## src/rtl/dbbif_ext_burst_writer.sv

```systemverilog
// Purpose: turns a linear copy command plus a data stream into INCR write bursts on ext2dbb.
// Latency: AW valid the cycle after command accept; done pulses the cycle after the final B.
// Backpressure: awready/wready stall the FSM; s_ready mirrors wready only while in W.
module dbbif_ext_burst_writer #(
    parameter int         ADDR_WIDTH = 32,
    parameter int         DATA_WIDTH = 64,
    parameter int         MAX_BURST  = 16,
    parameter logic [7:0] AXI_ID     = 8'h00
) (
    input  logic                    clk,
    input  logic                    rst,
    input  logic                    cmd_valid,
    output logic                    cmd_ready,
    input  logic [ADDR_WIDTH-1:0]   cmd_addr,
    input  logic [15:0]             cmd_beats,
    input  logic                    s_valid,
    output logic                    s_ready,
    input  logic [DATA_WIDTH-1:0]   s_data,
    output logic                    done,
    output logic                    err,
    output logic                    ext2dbb_awvalid,
    input  logic                    ext2dbb_awready,
    output logic [7:0]              ext2dbb_awlen,
    output logic [2:0]              ext2dbb_awsize,
    output logic [1:0]              ext2dbb_awburst,
    output logic [ADDR_WIDTH-1:0]   ext2dbb_awaddr,
    output logic [7:0]              ext2dbb_awid,
    output logic                    ext2dbb_wvalid,
    input  logic                    ext2dbb_wready,
    output logic [DATA_WIDTH-1:0]   ext2dbb_wdata,
    output logic                    ext2dbb_wlast,
    output logic [DATA_WIDTH/8-1:0] ext2dbb_wstrb,
    input  logic                    ext2dbb_bvalid,
    output logic                    ext2dbb_bready,
    input  logic [7:0]              ext2dbb_bid
);

    localparam int BYTES = DATA_WIDTH / 8;
    localparam int LOG2B = $clog2(BYTES);
    localparam logic [ADDR_WIDTH-1:0] ALIGN_MASK = ~ADDR_WIDTH'(BYTES - 1);

    typedef enum logic [1:0] {S_IDLE, S_AW, S_W, S_B} state_t;

    state_t                r_state, w_state_nxt;
    logic [ADDR_WIDTH-1:0] r_addr, w_addr_nxt;
    logic [15:0]           r_rem, w_rem_nxt;
    logic [8:0]            r_bcnt, w_bcnt_nxt;
    logic [8:0]            r_len, w_len_nxt;
    logic                  r_done, w_done_nxt;
    logic                  r_err, w_err_nxt;
    logic                  r_rst_d;

    logic [12:0]           w_room_bytes;
    logic [12:0]           w_room_beats;
    logic [8:0]            w_cap;
    logic [8:0]            w_len;
    logic                  w_quiet;
    logic                  w_in_idle, w_in_aw, w_in_w, w_in_b;
    logic                  w_aw_fire, w_w_fire, w_b_fire, w_cmd_fire;

    // Outputs are forced quiet during reset and for one cycle after it
    assign w_quiet   = rst | r_rst_d;
    assign w_in_idle = (r_state == S_IDLE) && !w_quiet;
    assign w_in_aw   = (r_state == S_AW)   && !w_quiet;
    assign w_in_w    = (r_state == S_W)    && !w_quiet;
    assign w_in_b    = (r_state == S_B)    && !w_quiet;

    assign w_cmd_fire = cmd_valid && w_in_idle;
    assign w_aw_fire  = w_in_aw && ext2dbb_awready;
    assign w_w_fire   = w_in_w && s_valid && ext2dbb_wready;
    assign w_b_fire   = w_in_b && ext2dbb_bvalid;

    // Beats left before the next 4 KB page; r_addr is always beat aligned so this is >= 1
    assign w_room_bytes = 13'd4096 - {1'b0, r_addr[11:0]};
    assign w_room_beats = w_room_bytes >> LOG2B;

    // Burst length: the smallest of remaining beats, MAX_BURST and room in the page
    always_comb begin
        w_cap = 9'(MAX_BURST);
        if (w_room_beats < 13'(MAX_BURST)) begin
            w_cap = w_room_beats[8:0];
        end
        w_len = w_cap;
        if (r_rem < 16'(w_cap)) begin
            w_len = r_rem[8:0];
        end
    end

    assign cmd_ready       = w_in_idle;
    assign done            = r_done && !w_quiet;
    assign err             = r_err && !w_quiet;

    assign ext2dbb_awvalid = w_in_aw;
    assign ext2dbb_awaddr  = w_in_aw ? r_addr : '0;
    assign ext2dbb_awlen   = w_in_aw ? 8'(w_len - 9'd1) : 8'd0;
    assign ext2dbb_awsize  = w_in_aw ? 3'(LOG2B) : 3'd0;
    assign ext2dbb_awburst = w_in_aw ? 2'b01 : 2'b00;
    assign ext2dbb_awid    = w_in_aw ? AXI_ID : 8'd0;

    assign ext2dbb_wvalid  = w_in_w && s_valid;
    assign s_ready         = w_in_w && ext2dbb_wready;
    assign ext2dbb_wdata   = w_in_w ? s_data : '0;
    assign ext2dbb_wstrb   = w_in_w ? '1 : '0;
    assign ext2dbb_wlast   = w_in_w && (r_bcnt == 9'd1);

    assign ext2dbb_bready  = w_in_b;

    // Next-state logic: one burst in flight, AW then W then B
    always_comb begin
        w_state_nxt = r_state;
        w_addr_nxt  = r_addr;
        w_rem_nxt   = r_rem;
        w_bcnt_nxt  = r_bcnt;
        w_len_nxt   = r_len;
        w_done_nxt  = 1'b0;
        w_err_nxt   = r_err;
        case (r_state)
            S_IDLE: begin
                if (w_cmd_fire) begin
                    w_addr_nxt = cmd_addr & ALIGN_MASK;
                    w_rem_nxt  = cmd_beats;
                    w_err_nxt  = 1'b0;
                    if (cmd_beats == 16'd0) begin
                        w_done_nxt = 1'b1;
                    end else begin
                        w_state_nxt = S_AW;
                    end
                end
            end
            S_AW: begin
                if (w_aw_fire) begin
                    w_bcnt_nxt  = w_len;
                    w_len_nxt   = w_len;
                    w_state_nxt = S_W;
                end
            end
            S_W: begin
                if (w_w_fire) begin
                    w_bcnt_nxt = r_bcnt - 9'd1;
                    w_rem_nxt  = r_rem - 16'd1;
                    if (r_bcnt == 9'd1) begin
                        w_state_nxt = S_B;
                    end
                end
            end
            S_B: begin
                if (w_b_fire) begin
                    if (ext2dbb_bid != AXI_ID) begin
                        w_err_nxt = 1'b1;
                    end
                    w_addr_nxt = r_addr + (ADDR_WIDTH'(r_len) << LOG2B);
                    if (r_rem != 16'd0) begin
                        w_state_nxt = S_AW;
                    end else begin
                        w_state_nxt = S_IDLE;
                        w_done_nxt  = 1'b1;
                    end
                end
            end
            default: w_state_nxt = S_IDLE;
        endcase
    end

    // State and datapath registers; reset abandons any partial burst
    always_ff @(posedge clk) begin
        if (rst) begin
            r_state <= S_IDLE;
            r_addr  <= '0;
            r_rem   <= '0;
            r_bcnt  <= '0;
            r_len   <= '0;
            r_done  <= 1'b0;
            r_err   <= 1'b0;
            r_rst_d <= 1'b1;
        end else begin
            r_state <= w_state_nxt;
            r_addr  <= w_addr_nxt;
            r_rem   <= w_rem_nxt;
            r_bcnt  <= w_bcnt_nxt;
            r_len   <= w_len_nxt;
            r_done  <= w_done_nxt;
            r_err   <= w_err_nxt;
            r_rst_d <= 1'b0;
        end
    end

endmodule

```

## config.mk

```make
export PLATFORM = sky130hd
export DESIGN_NAME = dbbif_ext_burst_writer
export DESIGN_NICKNAME = d
export VERILOG_FILES = /design/src/rtl/dbbif_ext_burst_writer.sv
export SDC_FILE = /design/constraint.sdc
export NUM_CORES = 1
export LEC_CHECK = 0
export CORE_ASPECT_RATIO = 0.6
export CORE_MARGIN = 2
export CORE_UTILIZATION = 30
export DETAILED_ROUTE_END_ITERATION = 8
export HOLD_SLACK_MARGIN = 0.15
export SYNTH_ARGS = -nofsm -noshare
export SYNTH_HDL_FRONTEND = slang
export SYNTH_SLANG_ARGS = --single-unit
```

## constraint.sdc

```tcl
create_clock -name clk -period 6.14 [get_ports clk]
set_input_delay 1.535 -clock clk [delete_from_list [all_inputs] [get_ports clk]]
set_output_delay 1.535 -clock clk [all_outputs]
set_load 0.01 [all_outputs]
```

# ---- Word level (Yosys, flattened, before mapping)
# Index checks and enable logic that the tools add are counted.
dict set report totals {
  ff_bits 71
  output_inout_bits 133
  in_bits 127
  word_cells 89
}
dict set report op_classes {
  bitwise_logic 1
  n_reduce_logical 27
  muxes 35
  add_sub_neg 5
  eq_ne 11
  n_lt_le_gt_ge 2
}
# operator n
set op_table {}
lappend op_table {{$mux 32} 3}
lappend op_table {{$mux 64} 1}
lappend op_table {{$pmux 32 s2} 1}
lappend op_table {{$mux 9} 4}
lappend op_table {{$add 32x12->32} 1}
lappend op_table {{$mux 16} 2}
lappend op_table {{$pmux 16 s2} 1}
lappend op_table {{$pmux 9 s2} 1}
lappend op_table {{$logic_not 16->1} 1}
lappend op_table {{$lt 16x9->1} 1}
lappend op_table {{$mux 8} 2}
lappend op_table {{$reduce_bool 16->1} 1}
lappend op_table {{$sub 16x1->16 const B} 1}
lappend op_table {{$mux 2} 7}
lappend op_table {{$logic_and 1x1->1} 13}
lappend op_table {{$sub 13x12->13 const A} 1}
lappend op_table {{$lt 10x5->1 const B} 1}
lappend op_table {{$mux 1} 10}
lappend op_table {{$ne 2x2->1 const B} 5}
lappend op_table {{$eq 9x1->1 const B} 1}
lappend op_table {{$reduce_and 3->1} 3}
lappend op_table {{$sub 9x1->9 const B} 1}
lappend op_table {{$pmux 2 s4} 1}
lappend op_table {{$reduce_bool 8->1} 1}
lappend op_table {{other kinds (12)} 17}

# ---- Depth between registers and ports, before layout
# Gate-level depths: netlist of run 1.
dict set report logic_depth {
  ltp_word 7
  depth_mapped 18
  mapped_depth_nobuf 17
}

# ---- Worst setup path after synthesis of run 1
# No wires, ideal clock.
dict set report synth_path {
  path_kind {flip-flop to output port}
  startpoint {reg r_addr[4]}
  endpoint {out ext2dbb_awlen[4]}
  required_ns 4.605
  arrival_ns 3.631
  n_path_buf 1
  slack_ns 0.974
  path_stages_with_launch 19
  cell_sequence {dfxtp_1 > inv_1 > ha_1 > or4b_1 > o32ai_1 > nand2_1 > inv_1 > nand2_1 > ha_1 > o211ai_1 > a41o_1 > a31o_2 > buf_6 > mux2_2 > ha_1 > o21ai_0 > mux2i_1 > xor2_1 > nor2_1}
}
dict set report synth_via {
  elab_chain_len 7
}
# item line_no
set synth_rtl {}
lappend synth_rtl {{from (decl)} 45} ;# logic [ADDR_WIDTH-1:0] r_addr, w_addr_nxt;
lappend synth_rtl {{from (signal assigned)} 177} ;# r_addr <= w_addr_nxt;
lappend synth_rtl {{$sub 13x12->13 (*)} 74} ;# assign w_room_bytes = 13'd4096 - {1'b0, r_addr[11:0]};
lappend synth_rtl {{$lt 10x5->1} 80} ;# if (w_room_beats < 13'(MAX_BURST)) begin
lappend synth_rtl {{$mux 9 (*)} 80}
lappend synth_rtl {{$lt 16x9->1} 84} ;# if (r_rem < 16'(w_cap)) begin
lappend synth_rtl {{$mux 9 (*)} 84}
lappend synth_rtl {{$sub 8x1->8 (*)} 95} ;# assign ext2dbb_awlen = w_in_aw ? 8'(w_len - 9'd1) : 8'd0;
lappend synth_rtl {{$mux 8 (*)} 95}
lappend synth_rtl {{to (decl)} 23} ;# output logic [7:0] ext2dbb_awlen,
# Mark *: on every way between the ends. The rest lies on a longest branch, timed or not.

# ---- Final worst setup path of run 1
dict set report layout_path {
  startpoint {reg r_addr[3]}
  endpoint {out ext2dbb_awlen[6]}
}
# Same word-level chain as after synthesis.

==> results of run 1 <==
==> final cells by class <==
| type | instances | area (um2) | area share (%) |
|---|---|---|---|
| Tap cell | 240 | 300 | 3.51 |
| Sequential cell | 68 | 1360 | 15.9 |
| Clock inverter | 6 | 111 | 1.30 |
| Antenna cell | 1 | 2.50 | 0.0293 |
| Inverter | 24 | 90.1 | 1.05 |
| Clock buffer | 10 | 239 | 2.79 |
| Timing Repair Buffer | 259 | 2550 | 29.8 |
| Multi-Input combinational cell | 620 | 3900 | 45.6 |
==> metal layers <==
metal	routed length, um	vias to the layer above	global-route usage [%]
met3	1930	18	5.34
met2	10000	237	34.3
met5	0	-	0
met1	11500	3155	34.1
li1	-	3251	-
met4	237	0	3.74
==> worst min path at each step <==
stage / to / cells after the start / startpoint
after floorplan: r_len[8] / 2 / r_len[8]
after global placement: r_len[5] / 2 / r_len[5]
after detailed placement: r_len[6] / 2 / r_len[6]
after CTS: r_len[6] / 2 / r_len[6]
after global routing: r_len[7] / 2 / r_len[7]
final: r_len[5] / 2 / r_len[5]
==> stage by stage <==
step	hold WS (ps)	worst slack [ps]	power, mW	utilization, %	area (um2)
floorplan	436	974	1.34	-	5730
global placement	445	200	1.71	44.6	8170
detailed placement	465	114	1.72	44.6	8170
CTS	473	1.23	2.35	46.6	8540
global route	505	0.941	2.54	46.7	8550
finish	472	298	2.38	46.7	8550
==> sequential cells by signal, indices dropped and copies added, names as in the netlist <==
signal	cells
r_bcnt	9
r_rst_d	1
r_state	2
r_len	9
r_done	1
r_rem	16
r_err	1
r_addr	29
==> logic make-up (layout without fill, tap and decap cells) <==
group / count (synthesis) / after routing
and+or+nand+nor: 354 / 354
AOI/OAI and AO/OA: 186 / 186
buffers and inverters: 109 / 299
DFF: 68 / 68
adders and majority gates: 28 / 28
muxes: 19 / 19
xor gates and xnor gates: 16 / 16
other: 2 / 18
==> worst max-delay path: cells and delay by family, from the launching register on <==
kind / cells / cell delay, ps
buf+inv: 3 / 530
mux: 1 / 260
simple gates: 5 / 840
fa+ha+maj: 3 / 740
compound gates: 5 / 1050
flops: 1 / 380
xor+xnor: 1 / 140
==> power by group through the flow <==
| stage | combinational (mW) | clock (mW) | sequential (mW) |
|---|---|---|---|
| final | 1.13 | 0.627 | 0.627 |
| after detailed placement | 1.08 | 0 | 0.632 |
| after global placement | 1.08 | 0 | 0.630 |
| after global routing | 1.24 | 0.656 | 0.640 |
| after floorplan | 0.743 | 0 | 0.594 |
| after CTS | 1.10 | 0.633 | 0.623 |
==> repair_timing <==
item / 4_1_cts / 5_1_grt
pin swaps: 1 / 2
gates resized for setup: 7 / 7
buffers inserted: 0 / 1
hold endpoints to repair: 0 / 0
setup endpoints to repair: 4 / 5
==> cells in the final DEF, fill, tap and decap left out, drive strengths merged, types with 4 or more instances in the layout <==
| cell type | count |
|---|---|
| nand4 | 8 |
| nand2 | 62 |
| o22ai | 13 |
| nand3 | 24 |
| and3 | 102 |
| inv | 22 |
| a221oi | 6 |
| o211ai | 6 |
| xor2 | 8 |
| nor4 | 15 |
| a21oi | 45 |
| or3 | 13 |
| nor2 | 73 |
| and4 | 4 |
| conb | 17 |
| xnor2 | 8 |
| nand2b | 4 |
| a2111oi | 6 |
| mux2i | 13 |
| and2 | 9 |
| mux2 | 6 |
| a31oi | 11 |
| nor3b | 14 |
| ha | 27 |
| dfxtp | 68 |
| clkbuf | 11 |
| o211a | 4 |
| nor3 | 19 |
| a211oi | 17 |
| a22oi | 10 |
| clkdlybuf4s50 | 238 |
| o21ai | 35 |
| clkinv | 4 |
| buf | 17 |
| o21a | 4 |
==> impl_metrics.env, run 1 <==
export IMPL_muxShareOfSynthArea_pct=3.48
export IMPL_antenna_found_initial=1
export IMPL_r2r_setup_slack_ps=2230
export IMPL_ys_warn_count=0
export IMPL_nets=1137
export IMPL_yosys_area_share_simple_pct=32.9
export IMPL_yosysTopAreaCell="dfxtp_1"
export IMPL_maxSlewHeadroom_pct=33.2
export IMPL_cts_hold_buf=0
export IMPL_hpwl_mm=17.6
export IMPL_syn_area_um2=5680
export IMPL_die_h_um=111
export IMPL_via_count=6661
export IMPL_synthAdderAreaFrac_pct=6.30
export IMPL_hold_class="flip-flop to flip-flop"
export IMPL_cp_startpoint="r_addr[3]"
export IMPL_clock_tree_buffer_depth=2
export IMPL_finalCriticalPeriod_ps=5840
export IMPL_die_area_um2=20100
export IMPL_fmax_mhz=171
export IMPL_grt_pass1_wl_mm=36.6
export IMPL_cts_sinks=68
export IMPL_die_w_um=182
export IMPL_synthDominantCellAreaShare_pct=24.0
export IMPL_drt_iter0_drc=530
export IMPL_wl_mm=23.7
export IMPL_ys_seq_area_share_pct=24.0
export IMPL_clk_latency_ps=340
export IMPL_ant_nets=0
export IMPL_gp_congestion=0.848
export IMPL_drc=0
export IMPL_power_net_switching_uw=987
export IMPL_slowest_stage="or4b_1"
export IMPL_ys_flop_type="dfxtp_1"
export IMPL_cp_cell_sequence="inv_2 > ha_1 > or4b_1 > o32ai_2 > nand2_2 > inv_2 > nand2_1 > ha_1 > o211ai_1 > a41o_1 > a31o_2 > mux2_2 > ha_2 > nand2_1 > xnor2_1 > a22oi_1 > nor2_1 > dlygate4sd2_1"
export IMPL_worst_pin_slew_ps=993
export IMPL_clk_pin_slew_ps=70
export IMPL_leakage_nw=3.52
export IMPL_end_kind="output pin"
export IMPL_fin_tns_setup_ps=0
export IMPL_critPathMaxFanout=7
export IMPL_p_sw_share_pct=41.5
export IMPL_n_fill_cell=1868
export IMPL_r2r_end="r_bcnt[3]"
export IMPL_syn2layout_area_growth_pct=50.7
export IMPL_power_density_nw_per_um2=278
export IMPL_core_area_um2=18300
export IMPL_first_pass_iters=5
export IMPL_synth_area_top_cells="dfxtp_1 24%, and3_1 11%, ha_1 6.0%"
export IMPL_outcome="complete, no violations"
export IMPL_synth_edf_count=0
export IMPL_syn_area_per_cell_um2=7.26
export IMPL_cp_start_kind="flip-flop"
export IMPL_syn_inst=782
export IMPL_r2r_start="r_addr[3]"
export IMPL_cts_buffers=9
export IMPL_num_rows=38
export IMPL_critPathRequiredTime_ps=4610
export IMPL_grt_max_degree=101
export IMPL_setup_viol_count_final=0
export IMPL_power_frac_clock_pct=26.3
export IMPL_wl_per_cell_um=19.3
export IMPL_async_reset_ff_share_pct=0
export IMPL_comb_power_share_pct=47.3
export IMPL_grt_setup_unrepaired="no"
export IMPL_finalClockSkew_ps=12.5
export IMPL_criticalPathCategory="flip-flop to output pin"
export IMPL_ff2ff_path_depth=16
export IMPL_track_usage_pct=23.1
export IMPL_root_buffer="clkbuf_16"
export IMPL_synth_top_family_by_area="simple AND/OR/NAND/NOR gates"
export IMPL_synthTopCellsByCount="102 x and3_1, 73 x nor2_1, 68 x dfxtp_1"
export IMPL_overflow=0
export IMPL_portBuffers=243
export IMPL_cpPeakStageDelay_ps=470
export IMPL_p_int_mw=1.39
export IMPL_ios=260
export IMPL_p_seq_share_pct=26.3
export IMPL_crit_arrival_ps=4310
export IMPL_yosysUniqueCellTypes=63
export IMPL_synth_xor_xnor_area_share_pct=2.47
export IMPL_htreeDepth=3
export IMPL_grt_pass1_vias=6226
export IMPL_fin_cells=1228
export IMPL_drive_gt1_share_pct=5.67
export IMPL_synth_compound_area_share_pct=21.8
export IMPL_cts_tree="done"
export IMPL_period_share_pct=95.1
export IMPL_cp_endpoint="ext2dbb_awlen[6]"
export IMPL_ys_ff_latch=68
export IMPL_maxCapViolCount=0
export IMPL_finalHoldViolations=0
export IMPL_vias_per_cell=5.42
export IMPL_dp_cells=1210
export IMPL_slew_violations=0
export IMPL_ir_drop_v=0.000158
export IMPL_initial_core_util_pct=31.0
export IMPL_yosysMostFrequentCell="and3_1"
Power figures use the tool's default switching activity.
==> run 2, diff against run 1 <==
- DONT_BUFFER_PORTS: not set -> 1
==> run 2 against run 1 <==
  * Setup slack better by 53 ps
  * Flip-flop and latch count unchanged
  * Fmax up 0.92%
  * Largest cell class unchanged
  * Sequential share of layout area up 6.6 points
  * First-iteration DRC count up 2.6%
  * Critical path depth fell by 1
  * Critical endpoint is now ext2dbb_awlen[4]
  * Wire length down 5.5%
  * Clock power decreased by 18%
==> impl_metrics.env, run 2 (synthesized netlist as in run 1, its figures left out) <==
export IMPL_cp_start_kind="flip-flop"
export IMPL_antenna_found_initial=8
export IMPL_crit_arrival_ps=4250
export IMPL_hold_class="flip-flop to flip-flop"
export IMPL_ant_nets=0
export IMPL_p_seq_share_pct=29.8
export IMPL_cts_sinks=68
export IMPL_period_share_pct=94.3
export IMPL_fin_tns_setup_ps=0
export IMPL_fmax_mhz=173
export IMPL_post_cts_setup_buffer_count=0
export IMPL_worst_pin_slew_ps=934
export IMPL_nets=890
export IMPL_cts_buffers=9
export IMPL_hpwl_mm=16.9
export IMPL_criticalPathCategory="flip-flop to output pin"
export IMPL_drt_iter0_drc=544
export IMPL_critPathRequiredTime_ps=4610
export IMPL_slew_violations=0
export IMPL_power_density_nw_per_um2=346
export IMPL_clock_tree_buffer_depth=2
export IMPL_fin_util_pct=33.0
export IMPL_root_buffer="clkbuf_16"
export IMPL_whs_ps=457
export IMPL_num_rows=38
export IMPL_fin_ws_ps=352
export IMPL_finalClockSkew_ps=7.60
export IMPL_finalCriticalPeriod_ps=5790
export IMPL_end_kind="output pin"
export IMPL_portBuffers=0
export IMPL_core_area_um2=18300
export IMPL_initial_core_util_pct=31.0
export IMPL_mostFrequentLayoutCell="and3_1"
export IMPL_ios=260
export IMPL_vias_per_cell=5.90
export IMPL_grt_max_degree=113
export IMPL_syn2layout_area_growth_pct=6.50
export IMPL_track_usage_pct=21.4
export IMPL_power_net_switching_uw=911
export IMPL_grt_setup_unrepaired="no"
export IMPL_first_pass_iters=5
export IMPL_overflow=0
export IMPL_maxSlewHeadroom_pct=37.2
export IMPL_maxCapViolCount=0
export IMPL_wl_per_cell_um=22.7
export IMPL_ir_drop_v=0.000138
export IMPL_seqCellArea_um2=1360
export IMPL_power_frac_clock_pct=24.6
export IMPL_wl_mm=22.4
export IMPL_clk_pin_slew_ps=50
export IMPL_n_fill_cell=1981
export IMPL_leakage_nw=2.54
export IMPL_multi_input_area_um2=3900
export IMPL_comb_power_share_pct=45.6
export IMPL_fin_cells=984
export IMPL_p_sw_share_pct=43.5
export IMPL_top_regs="r_addr: 29 flops, r_rem: 16 flops"
export IMPL_r2r_setup_slack_ps=2240
export IMPL_cts_tree="done"
export IMPL_largest_reg_flops=29
export IMPL_grt_pass1_vias=5274
export IMPL_critPathMaxFanout=6
export IMPL_dp_cells=964
export IMPL_final_cell_mix="102 x and3_1, 71 x nor2_1, 68 x dfxtp_1"
export IMPL_grt_pass1_wl_mm=33.2
export IMPL_top_register="r_addr"
export IMPL_place_area_um2=5740
export IMPL_drc=0
export IMPL_die_h_um=111
export IMPL_pre_cts_ws_ps=493
export IMPL_outcome="complete, no violations"
export IMPL_gp_congestion=0.870
export IMPL_htreeDepth=3
export IMPL_die_w_um=182
export IMPL_p_int_mw=1.18
export IMPL_via_count=5802
export IMPL_p_total_mw=2.09
export IMPL_fin_area_um2=6050
export IMPL_clk_latency_ps=340
export IMPL_drive_gt1_share_pct=5.95
export IMPL_finalHoldViolations=0
export IMPL_setup_viol_count_final=0
export IMPL_die_area_um2=20100
==> run 2: cell types whose count changed in the layout (fill, tap and decap cells not counted), sizes merged, moves of 2 or more <==
cell / change
diode: +4
clkbuf: +2
bufinv: -2
clkdlybuf4s50: -238
buf: -5
dlymetal6s2s: -2
==> run 2: final cells by class <==
cell class / count / share of cell area, %
antenna: 5 / 0.207
clock buffer: 13 / 4.14
clock inverter: 2 / 0.579
inverter: 24 / 1.49
multi-input combinational: 620 / 64.5
sequential: 68 / 22.5
tap: 240 / 4.97
timing repair buffer: 12 / 1.61
==> run 2: repair_timing <==
item / 4_1_cts / 5_1_grt
hold buffers: 0 / 0
endpoints found under the setup margin: 0 / 3
gates resized for setup: 0 / 4
==> run 2: power by group through the flow <==
stage / combinational (mW) / sequential (mW) / clock [mW]
2_1_floorplan: 0.743 / 0.594 / 0
3_3_place_gp: 0.926 / 0.628 / 0
3_5_place_dp: 0.933 / 0.629 / 0
4_1_cts: 0.938 / 0.620 / 0.527
5_1_grt: 1.06 / 0.638 / 0.546
6_report: 0.953 / 0.625 / 0.515
==> run 2: path summary, 6_finish.rpt <==
check,endpoint,from,cells after the start
worst min-delay path,r_len[5],r_len[5],2
worst min register to register,r_len[5],r_len[5],2
worst max-delay path,ext2dbb_awlen[4],r_addr[4],17
worst max register to register,r_bcnt[3],r_addr[4],15
==> run 2: critical path, stage by stage (launching register included) <==
cell and delay [ps]:
dfxtp_1 350, inv_1 170, ha_1 200, or4b_1 450, o32ai_2 290, nand2_2 150, inv_2 140, ha_1 250
a41oi_1 210, o21ai_0 110, a21oi_1 190, a31o_2 160, mux2_2 390, ha_1 280, o21ai_0 100, mux2i_1 100
xor2_1 160, nor2_2 230
==> run 2: metal layers <==
layer	up-vias	share of wire [%]	GRT usage, %
li1	2757	-	-
met1	2750	47	30.3
met2	266	40	29.7
met3	27	10	7.62
met4	2	2.5	7.32
met5	-	0.054	0
